File: src/rtl/qam_mod_framer.sv
// QAM-16 transmit framer: preamble + payload + zero tail, Gray-mapped I/Q, zero-stuffed to SPS samples/symbol.
// Registered outputs; counters always describe the sample currently presented on mod_i/mod_q.
module qam_mod_framer #(
    parameter int MOD_WIDTH    = 12,
    parameter int LEVEL        = 256,
    parameter int SPS          = 8,
    parameter int PREAMBLE_LEN = 16,
    parameter int TAIL_LEN     = 32
) (
    input  logic                        axi_clk,
    input  logic                        axi_rstn,
    input  logic [3:0]                  din,
    input  logic                        din_valid,
    input  logic                        din_last,
    output logic                        din_ready,
    output logic signed [MOD_WIDTH-1:0] mod_i,
    output logic signed [MOD_WIDTH-1:0] mod_q,
    output logic                        mod_valid,
    output logic                        busy,
    output logic                        underrun
);

    localparam int SAMP_W = (SPS > 1) ? $clog2(SPS) : 1;
    localparam int SYM_W  = (PREAMBLE_LEN > 1) ? $clog2(PREAMBLE_LEN) : 1;
    localparam int TAIL_W = (TAIL_LEN > 1) ? $clog2(TAIL_LEN) : 1;

    localparam logic [SAMP_W-1:0] SAMP_LAST = SAMP_W'(SPS - 1);
    localparam logic [SYM_W-1:0]  SYM_LAST  = SYM_W'(PREAMBLE_LEN - 1);
    localparam logic [TAIL_W-1:0] TAIL_LAST = TAIL_W'(TAIL_LEN - 1);

    localparam logic signed [MOD_WIDTH-1:0] LVL_P3 = MOD_WIDTH'(3 * LEVEL);
    localparam logic signed [MOD_WIDTH-1:0] LVL_P1 = MOD_WIDTH'(LEVEL);
    localparam logic signed [MOD_WIDTH-1:0] LVL_M1 = MOD_WIDTH'(-LEVEL);
    localparam logic signed [MOD_WIDTH-1:0] LVL_M3 = MOD_WIDTH'(-3 * LEVEL);

    typedef enum logic [1:0] {IDLE, PREAMBLE, PAYLOAD, TAIL} state_t;

    state_t                        state_q, state_d;
    logic [SAMP_W-1:0]             samp_cnt_q, samp_cnt_d;
    logic [SYM_W-1:0]              sym_cnt_q, sym_cnt_d;
    logic [TAIL_W-1:0]             tail_cnt_q, tail_cnt_d;
    logic                          last_seen_q, last_seen_d;
    logic                          din_ready_q, din_ready_d;
    logic signed [MOD_WIDTH-1:0]   mod_i_q, mod_i_d;
    logic signed [MOD_WIDTH-1:0]   mod_q_q, mod_q_d;
    logic                          mod_valid_q, mod_valid_d;
    logic                          busy_q, busy_d;
    logic                          underrun_q, underrun_d;
    logic                          take_slot;
    logic                          sym_end;
    logic                          accept;

    assign sym_end = (samp_cnt_q == SAMP_LAST);
    assign accept  = din_valid & din_ready_q;

    function automatic logic signed [MOD_WIDTH-1:0] gray_map(input logic [1:0] bits);
        case (bits)
            2'b00:   gray_map = LVL_M3;
            2'b01:   gray_map = LVL_M1;
            2'b11:   gray_map = LVL_P1;
            default: gray_map = LVL_P3;
        endcase
    endfunction

    always_comb begin
        state_d     = state_q;
        samp_cnt_d  = samp_cnt_q;
        sym_cnt_d   = sym_cnt_q;
        tail_cnt_d  = tail_cnt_q;
        last_seen_d = last_seen_q;
        mod_i_d     = '0;
        mod_q_d     = '0;
        mod_valid_d = 1'b0;
        underrun_d  = 1'b0;
        take_slot   = 1'b0;

        case (state_q)
            IDLE: begin
                if (din_valid) begin
                    state_d     = PREAMBLE;
                    samp_cnt_d  = '0;
                    sym_cnt_d   = '0;
                    tail_cnt_d  = '0;
                    last_seen_d = 1'b0;
                    mod_i_d     = LVL_P3;
                    mod_q_d     = LVL_P3;
                    mod_valid_d = 1'b1;
                end
            end
            PREAMBLE: begin
                mod_valid_d = 1'b1;
                if (!sym_end) begin
                    samp_cnt_d = samp_cnt_q + SAMP_W'(1);
                end else if (sym_cnt_q != SYM_LAST) begin
                    // Next preamble symbol index is sym_cnt_q+1: even -> 1010 (+3), odd -> 0000 (-3)
                    samp_cnt_d = '0;
                    sym_cnt_d  = sym_cnt_q + SYM_W'(1);
                    mod_i_d    = sym_cnt_q[0] ? LVL_P3 : LVL_M3;
                    mod_q_d    = sym_cnt_q[0] ? LVL_P3 : LVL_M3;
                end else begin
                    state_d   = PAYLOAD;
                    take_slot = 1'b1;
                end
            end
            PAYLOAD: begin
                mod_valid_d = 1'b1;
                if (!sym_end) begin
                    samp_cnt_d = samp_cnt_q + SAMP_W'(1);
                end else if (last_seen_q) begin
                    state_d    = TAIL;
                    samp_cnt_d = '0;
                    tail_cnt_d = '0;
                end else begin
                    take_slot = 1'b1;
                end
            end
            TAIL: begin
                if (tail_cnt_q != TAIL_LAST) begin
                    tail_cnt_d  = tail_cnt_q + TAIL_W'(1);
                    mod_valid_d = 1'b1;
                end else begin
                    state_d = IDLE;
                end
            end
            default: state_d = IDLE;
        endcase

        // A payload slot either carries the accepted symbol or becomes a zero symbol with an underrun flag
        if (take_slot) begin
            samp_cnt_d = '0;
            if (accept) begin
                mod_i_d     = gray_map(din[3:2]);
                mod_q_d     = gray_map(din[1:0]);
                last_seen_d = din_last;
            end else begin
                underrun_d = 1'b1;
            end
        end

        din_ready_d = ((state_d == PREAMBLE) && (sym_cnt_d == SYM_LAST) && (samp_cnt_d == SAMP_LAST)) ||
                      ((state_d == PAYLOAD) && (samp_cnt_d == SAMP_LAST) && !last_seen_d);
        busy_d      = (state_d != IDLE);
    end

    always_ff @(posedge axi_clk or negedge axi_rstn) begin
        if (!axi_rstn) begin
            state_q     <= IDLE;
            samp_cnt_q  <= '0;
            sym_cnt_q   <= '0;
            tail_cnt_q  <= '0;
            last_seen_q <= 1'b0;
            din_ready_q <= 1'b0;
            mod_i_q     <= '0;
            mod_q_q     <= '0;
            mod_valid_q <= 1'b0;
            busy_q      <= 1'b0;
            underrun_q  <= 1'b0;
        end else begin
            state_q     <= state_d;
            samp_cnt_q  <= samp_cnt_d;
            sym_cnt_q   <= sym_cnt_d;
            tail_cnt_q  <= tail_cnt_d;
            last_seen_q <= last_seen_d;
            din_ready_q <= din_ready_d;
            mod_i_q     <= mod_i_d;
            mod_q_q     <= mod_q_d;
            mod_valid_q <= mod_valid_d;
            busy_q      <= busy_d;
            underrun_q  <= underrun_d;
        end
    end

    assign din_ready = din_ready_q;
    assign mod_i     = mod_i_q;
    assign mod_q     = mod_q_q;
    assign mod_valid = mod_valid_q;
    assign busy      = busy_q;
    assign underrun  = underrun_q;

endmodule
File: config.mk
export PLATFORM = sky130hd
export DESIGN_NAME = qam_mod_framer
export DESIGN_NICKNAME = d
export VERILOG_FILES = /design/src/rtl/qam_mod_framer.sv
export SDC_FILE = /design/constraint.sdc
export NUM_CORES = 1
export LEC_CHECK = 0
export ABC_AREA = 1
export CELL_PAD_IN_SITES_DETAIL_PLACEMENT = 1
export CELL_PAD_IN_SITES_GLOBAL_PLACEMENT = 1
export CORE_MARGIN = 2
export CORE_UTILIZATION = 40
export DETAILED_ROUTE_END_ITERATION = 16
export GPL_TIMING_DRIVEN = 1
export MAX_ROUTING_LAYER = met4
export PLACE_DENSITY_LB_ADDON = 0.08
export SLEW_MARGIN = 20
export SYNTH_ARGS = -nofsm -noshare
export SYNTH_HDL_FRONTEND = slang
export SYNTH_SLANG_ARGS = --single-unit
File: constraint.sdc
create_clock -name axi_clk -period 4.5 [get_ports axi_clk]
set_input_delay 1.125 -clock axi_clk [delete_from_list [all_inputs] [get_ports axi_clk]]
set_output_delay 1.125 -clock axi_clk [all_outputs]
set_load 0.1 [all_outputs]
==> flow_summary.toml, run 1 <==
[logic_synthesis]
ys_ff_latch = 24
yosysWarnings = 0
seq_area_frac_synth = 0.3446
yosys.area.top_type_share = 0.3446
synthesis.area_um2 = 1743
synthMostInstantiatedCell = "nand2_1"
synth_area_per_cell_um2 = 7.578
yosys.area.top_type = "dfrtp_1"
synth.area.top_cells = "dfrtp_1 (34%), ha_1 (13%), nand2_1 (12%)"
synth_cells = 230
yosys_most_used_dff = "dfrtp_1"
synth_edf_count = 0
synth_cell_type_count = 24
synthTopCellsByCount = "nand2_1 (56), inv_1 (30), dfrtp_1 (24)"
async_reset_ff_frac = 1.000

[clock_tree]
cts-resized-gates = 0
clkLatencyLatePin_ns = 0.28
clockBufferDepth = 2
clock-sinks = 24
root_buffer = "clkbuf_8"
cts_tree = "yes"
postCtsSetupBuffers = 0
path_clk_slew_ns = 0.09
cts_hold_buf = 0
h-tree-depth = 1
numCtsBuffers = 3

[pwr]
pwr-share-seq = 0.294
vdd_drop_max_uv = 294.9
p_clk_frac = 0.148
power_switching_uw = 549.1
p_comb_frac = 0.558
pwr_density_cell_nw_per_um2 = 530.5
p_leak_nw = 0.9774
intPower_uw = 487.7
p_sw_frac = 0.5296

[die]
core_area_um2 = 4264
chipWidth_um = 70.01
start_util = 0.4087
dieHeight_um = 70.01
row_count = 24
fp.dieArea_um2 = 4901
io_pins = 36

[route]
wl_per_cell_um = 12.97
drtAntennaViolNets = 0
drt_first_pass_iters = 4
vias = 1403
dr.first_iter.drc_count = 25
viasPerCell = 4.708
drc = 0
wl_mm = 3.866

[setup_path]
cp_num_buf_inv = 1
path_delay_family = "buffers and inverters"
end_kind = "primary output"
worst-endpoint-required_ns = 3.38
worst-path-max-fanout = 2
crit_path_start_kind = "register"
cp_cell_sequence = "clkdlybuf4s50_1"
crit_path_top_delay_cell = "clkdlybuf4s50_1"
max_stage_delay_ns = 1.14
cp.arrival_ns = 1.77
path_class = "reg -> out"

[worst_hold_path]
worst_hold_path_type = "reg -> reg"

[final_layout]
drive_above_1_share = 0.08130
syn_to_final_growth_pct = 12.13
n_antenna_cell = 0
nFillCells = 556
fin_nets = 273

[global_route]
antenna_found_initial = 0
grtUsageTotal = 0.1797
grt_pass1_vias = 1475
grt_max_degree = 25
grt_overflow = 0
grt_pass1_wl_mm = 6.796

[sta]
tns_ns = 0
setup_viol_count_final = 0
clock_skew_ns = 0.009600
timing.max_slew.rel_slack = 0.3495
hold_violations = 0
period_needed_ns = 2.897
rsz0062_at_grt = "false"
fmax_mhz = 345.1
fin_crit_sh = 0.6439
worst_pin_slew_ns = 0.9727
hold_ws_ns = 0.5019
slew_violations = 0

[flow_run]
cap_violations = 0

[outcome]
status = "finished, final reports clean"

[placement]
dpl.hpwl_mm = 3.099
numPortBuffers = 19
gp_congestion = 0.8330
[area by class of cell]
class | count | area [um^2] | share of cell area
flip-flops and latches | 24 | 600.6 | 0.3073
repair buffers | 20 | 197.7 | 0.1012
clock buffers | 4 | 55.05 | 0.02817
multi-input cells | 165 | 912.1 | 0.4667
well taps | 52 | 65.06 | 0.03329
inverters | 33 | 123.9 | 0.06338
[sequential cells by signal, indices dropped and copies added (netlist names)]
name,flops
samp_cnt_q,3
mod_valid,1
mod_q,2
tail_cnt_q,5
last_seen_q,1
din_ready,1
state_q,2
busy,1
mod_i,3
sym_cnt_q,4
underrun,1
[path summary, 6_finish.rpt]
path / cells past startpoint / slack, ns / to / startpoint
setup / recovery: 1 / 1.60 / din_ready / din_ready
hold / removal: 2 / 0.50 / tail_cnt_q[4] / tail_cnt_q[4]
setup reg to reg: 9 / 2.30 / mod_i[10] / samp_cnt_q[0]
hold reg to reg: 2 / 0.50 / tail_cnt_q[4] / tail_cnt_q[4]
max in group asynchronous: 2 / 3.03 / samp_cnt_q[2] / axi_rstn
min in group asynchronous: 2 / 1.21 / samp_cnt_q[0] / axi_rstn
[per-layer routing]
| layer | global-route usage | up-vias | routed length (um) |
|---|---|---|---|
| met4 | 0.04487 | 0 | 44 |
| met5 | - | - | 0 |
| li1 | - | 725 | - |
| met1 | 0.2336 | 654 | 1928 |
| met3 | 0.02597 | 4 | 90 |
| met2 | 0.2963 | 20 | 1802 |
[power by group through the flow]
stage          logic, mW  registers (mW)  clock network [mW]
2_1_floorplan      0.340           0.436                   0
3_3_place_gp       0.579           0.310                   0
3_5_place_dp       0.582           0.310                   0
4_1_cts            0.584           0.306               0.161
5_1_grt            0.634           0.314               0.169
6_report           0.578           0.305               0.153
[kinds of logic (layout without fill, tap and decap cells)]
| family | count (synthesis) | after routing | share of synthesized area |
|---|---|---|---|
| buf+inv | 56 | 57 | 0.1644 |
| compound gates | 36 | 36 | 0.1242 |
| simple gates | 95 | 95 | 0.2355 |
| flops | 24 | 24 | 0.3446 |
| fa+ha+maj | 18 | 18 | 0.1292 |
| other cells | 1 | 16 | 0.002152 |
[stage by stage]
step                  util  setup slack, ns  cell area [um^2]  cells  power (mW)
floorplan                -            2.051              1799    245      0.7756
global placement    0.4454            1.892              1899    294      0.8897
detailed placement  0.4454            1.846              1899    294      0.8926
CTS                 0.4583            1.592              1954    298       1.051
global route        0.4583            1.547              1954    298       1.117
finish              0.4583            1.603              1954    298       1.037
[layout by cell type (no fill, tap or decap)]
master | synthesis | final
or2_2 | 1 | 1
nand2_1 | 56 | 56
conb_1 | 1 | 16
clkdlybuf4s50_1 | 0 | 19
nand3_1 | 10 | 10
o21ai_2 | 1 | 1
o21ai_0 | 6 | 6
nor2_4 | 1 | 1
nand2_2 | 4 | 4
nand4_1 | 3 | 3
nand3_4 | 1 | 1
ha_1 | 18 | 18
inv_2 | 3 | 3
a21oi_1 | 16 | 16
o22ai_1 | 3 | 3
a21oi_2 | 4 | 4
clkbuf_8 | 0 | 4
a31oi_1 | 1 | 1
o211ai_1 | 1 | 1
dfrtp_1 | 24 | 24
a21boi_0 | 1 | 1
inv_1 | 30 | 30
o31ai_1 | 3 | 3
buf_4 | 19 | 1
nor2_1 | 19 | 19
Note: power is estimated with default switching activity, not from simulation.
==> inputs of run 2 (changes only) <==
Settings changed: CORE_UTILIZATION 40 to 37.
Clock period 4.5 ns to 2.7 ns, I/O delays scaled along.
==> run 2 against run 1 <==
Effect of this change:
- non-clock buffer count did not move
- worst hold slack better by 0.0044 ns
- clock power rose by 38%
- first-iteration DRC count grew 140%
- total power is 63% higher
- sequential power grew 68%
- combinational power up 67%
- worst setup slack got worse by 1.2 ns
==> flow_summary.toml, run 2 (same netlist as run 1, synthesis figures left out) <==
[sta]
timing.max_slew.rel_slack = 0.5872
finalWorstSetupSlack_ns = 0.4457
hold_violations = 0
fmax_mhz = 443.6
clock_skew_ns = 0.005228
rsz0062_at_grt = "false"
slew_violations = 0
worst_pin_slew_ns = 0.6191
setup_viol_count_final = 0
tns_ns = 0
fin_crit_sh = 0.8349
period_needed_ns = 2.254

[clock_tree]
clock-sinks = 24
postCtsSetupBuffers = 0
cts_tree = "yes"
path_clk_slew_ns = 0.08
root_buffer = "clkbuf_8"
cts-resized-gates = 0
clockBufferDepth = 2
clkLatencyLatePin_ns = 0.26
h-tree-depth = 1
numCtsBuffers = 3
cts_hold_buf = 0

[route]
met1Wirelength_mm = 1.991
wl_mm = 4.016
drc = 0
wl_per_cell_um = 13.52
drtAntennaViolNets = 0
vias = 1411
wl_met3_um = 99
top_layer = "met4"
viasPerCell = 4.751
drt_first_pass_iters = 4
dr.first_iter.drc_count = 59
dr_wl_met2_mm = 1.898

[placement]
dp_slack_ns = 0.3818
gp_congestion = 0.7891
numPortBuffers = 19
dpl.hpwl_mm = 3.284

[pwr]
power_switching_uw = 914.2
pwr-share-seq = 0.303
vdd_drop_max_uv = 533.1
intPower_uw = 770.9
p_clk_frac = 0.125
p_comb_frac = 0.572
pwr_density_cell_nw_per_um2 = 882.0
p_sw_frac = 0.5425
p_leak_nw = 0.9901

[global_route]
grt_pass1_vias = 1418
grt_pass1_wl_mm = 6.879
antenna_found_initial = 0
grt_overflow = 0
grt_max_degree = 25
grtUsageTotal = 0.1732

[setup_path]
worst-path-max-fanout = 18
cp.arrival_ns = 2.41
worst-endpoint-required_ns = 2.86
path_class = "reg -> reg"
end_kind = "register"
crit_path_start_kind = "register"

[outcome]
status = "finished, final reports clean"

[final_layout]
syn_to_final_growth_pct = 9.619
mostFrequentLayoutCell = "nand2_1"
n_antenna_cell = 0
largest_reg_flops = 5
fin_nets = 273
top_regs = "tail_cnt_q x5, sym_cnt_q x4"
regMostFlops = "tail_cnt_q"
layout_common_cells = "nand2_1 (56), inv_1 (30), dfrtp_1 (24)"
drive_above_1_share = 0.1265

[die]
start_util = 0.3922
dieHeight_um = 72.64
fp.dieArea_um2 = 5276
chipWidth_um = 72.64
io_pins = 36
row_count = 24
core_area_um2 = 4444

[flow_run]
cap_violations = 0

[worst_hold_path]
worst_hold_path_type = "reg -> reg"
run 2: cell types whose count changed in the layout (fill, tap and decap cells not counted), sizes merged:
| cell | before | now |
|---|---|---|
| buf | 1 | 13 |
| clkbuf | 4 | 3 |
| clkdlybuf4s50 | 19 | 7 |
run 2: per-stage QoR:
stage                     instances  power (mW)    util  instance area (um^2)  hold slack, ns
after floorplan                 245       1.293       -                  1799          0.3794
after global placement          294       1.495  0.4206                  1869          0.4887
after detailed placement        294       1.491  0.4206                  1869          0.4943
after CTS                       297       1.712  0.4299                  1911          0.5158
after global routing            297       1.823  0.4299                  1911          0.5445
final                           297       1.685  0.4299                  1911          0.5063
run 2: worst paths after layout:
kind,to,cells past startpoint,start,slack (ns)
max in group asynchronous,sym_cnt_q[3],2,axi_rstn,1.67
min in group asynchronous,tail_cnt_q[0],2,axi_rstn,0.77
min,tail_cnt_q[4],2,tail_cnt_q[4],0.51
max reg2reg,tail_cnt_q[3],9,samp_cnt_q[1],0.45
max,tail_cnt_q[3],9,samp_cnt_q[1],0.45
min reg2reg,tail_cnt_q[4],2,tail_cnt_q[4],0.51
run 2: layer usage:
metal / track usage / up-vias
met5: - / -
met4: 0.03086 / 0
met3: 0.03315 / 4
met2: 0.2758 / 22
met1: 0.2329 / 659
li1: - / 726
run 2: power groups by stage:
stage                     sequential [mW]  clock [mW]  combinational [mW]
after floorplan                     0.726           0               0.567
after global placement              0.515           0               0.981
after detailed placement            0.519           0               0.971
after CTS                           0.511       0.227               0.974
after global routing                0.524       0.239                1.06
final                               0.511       0.211               0.963
run 2: area by class of cell:
| type | instances | area (um^2) |
|---|---|---|
| Clock buffer | 3 | 41.29 |
| Tap cell | 52 | 65.06 |
| Multi-Input combinational cell | 165 | 912.1 |
| Inverter | 33 | 123.9 |
| Sequential cell | 24 | 600.6 |
| Timing Repair Buffer | 20 | 167.7 |
| Fill cell | 573 | 2534 |
run 2: worst max-delay path: stages, from the launching register on:
cell and delay (ns):
dfrtp_1 0.39, ha_1 0.16, ha_1 0.54, nand2_1 0.18, nand2_1 0.14, nand3_1 0.23
nor2_1 0.19, nand3_1 0.11, o22ai_1 0.14, a21oi_1 0.06
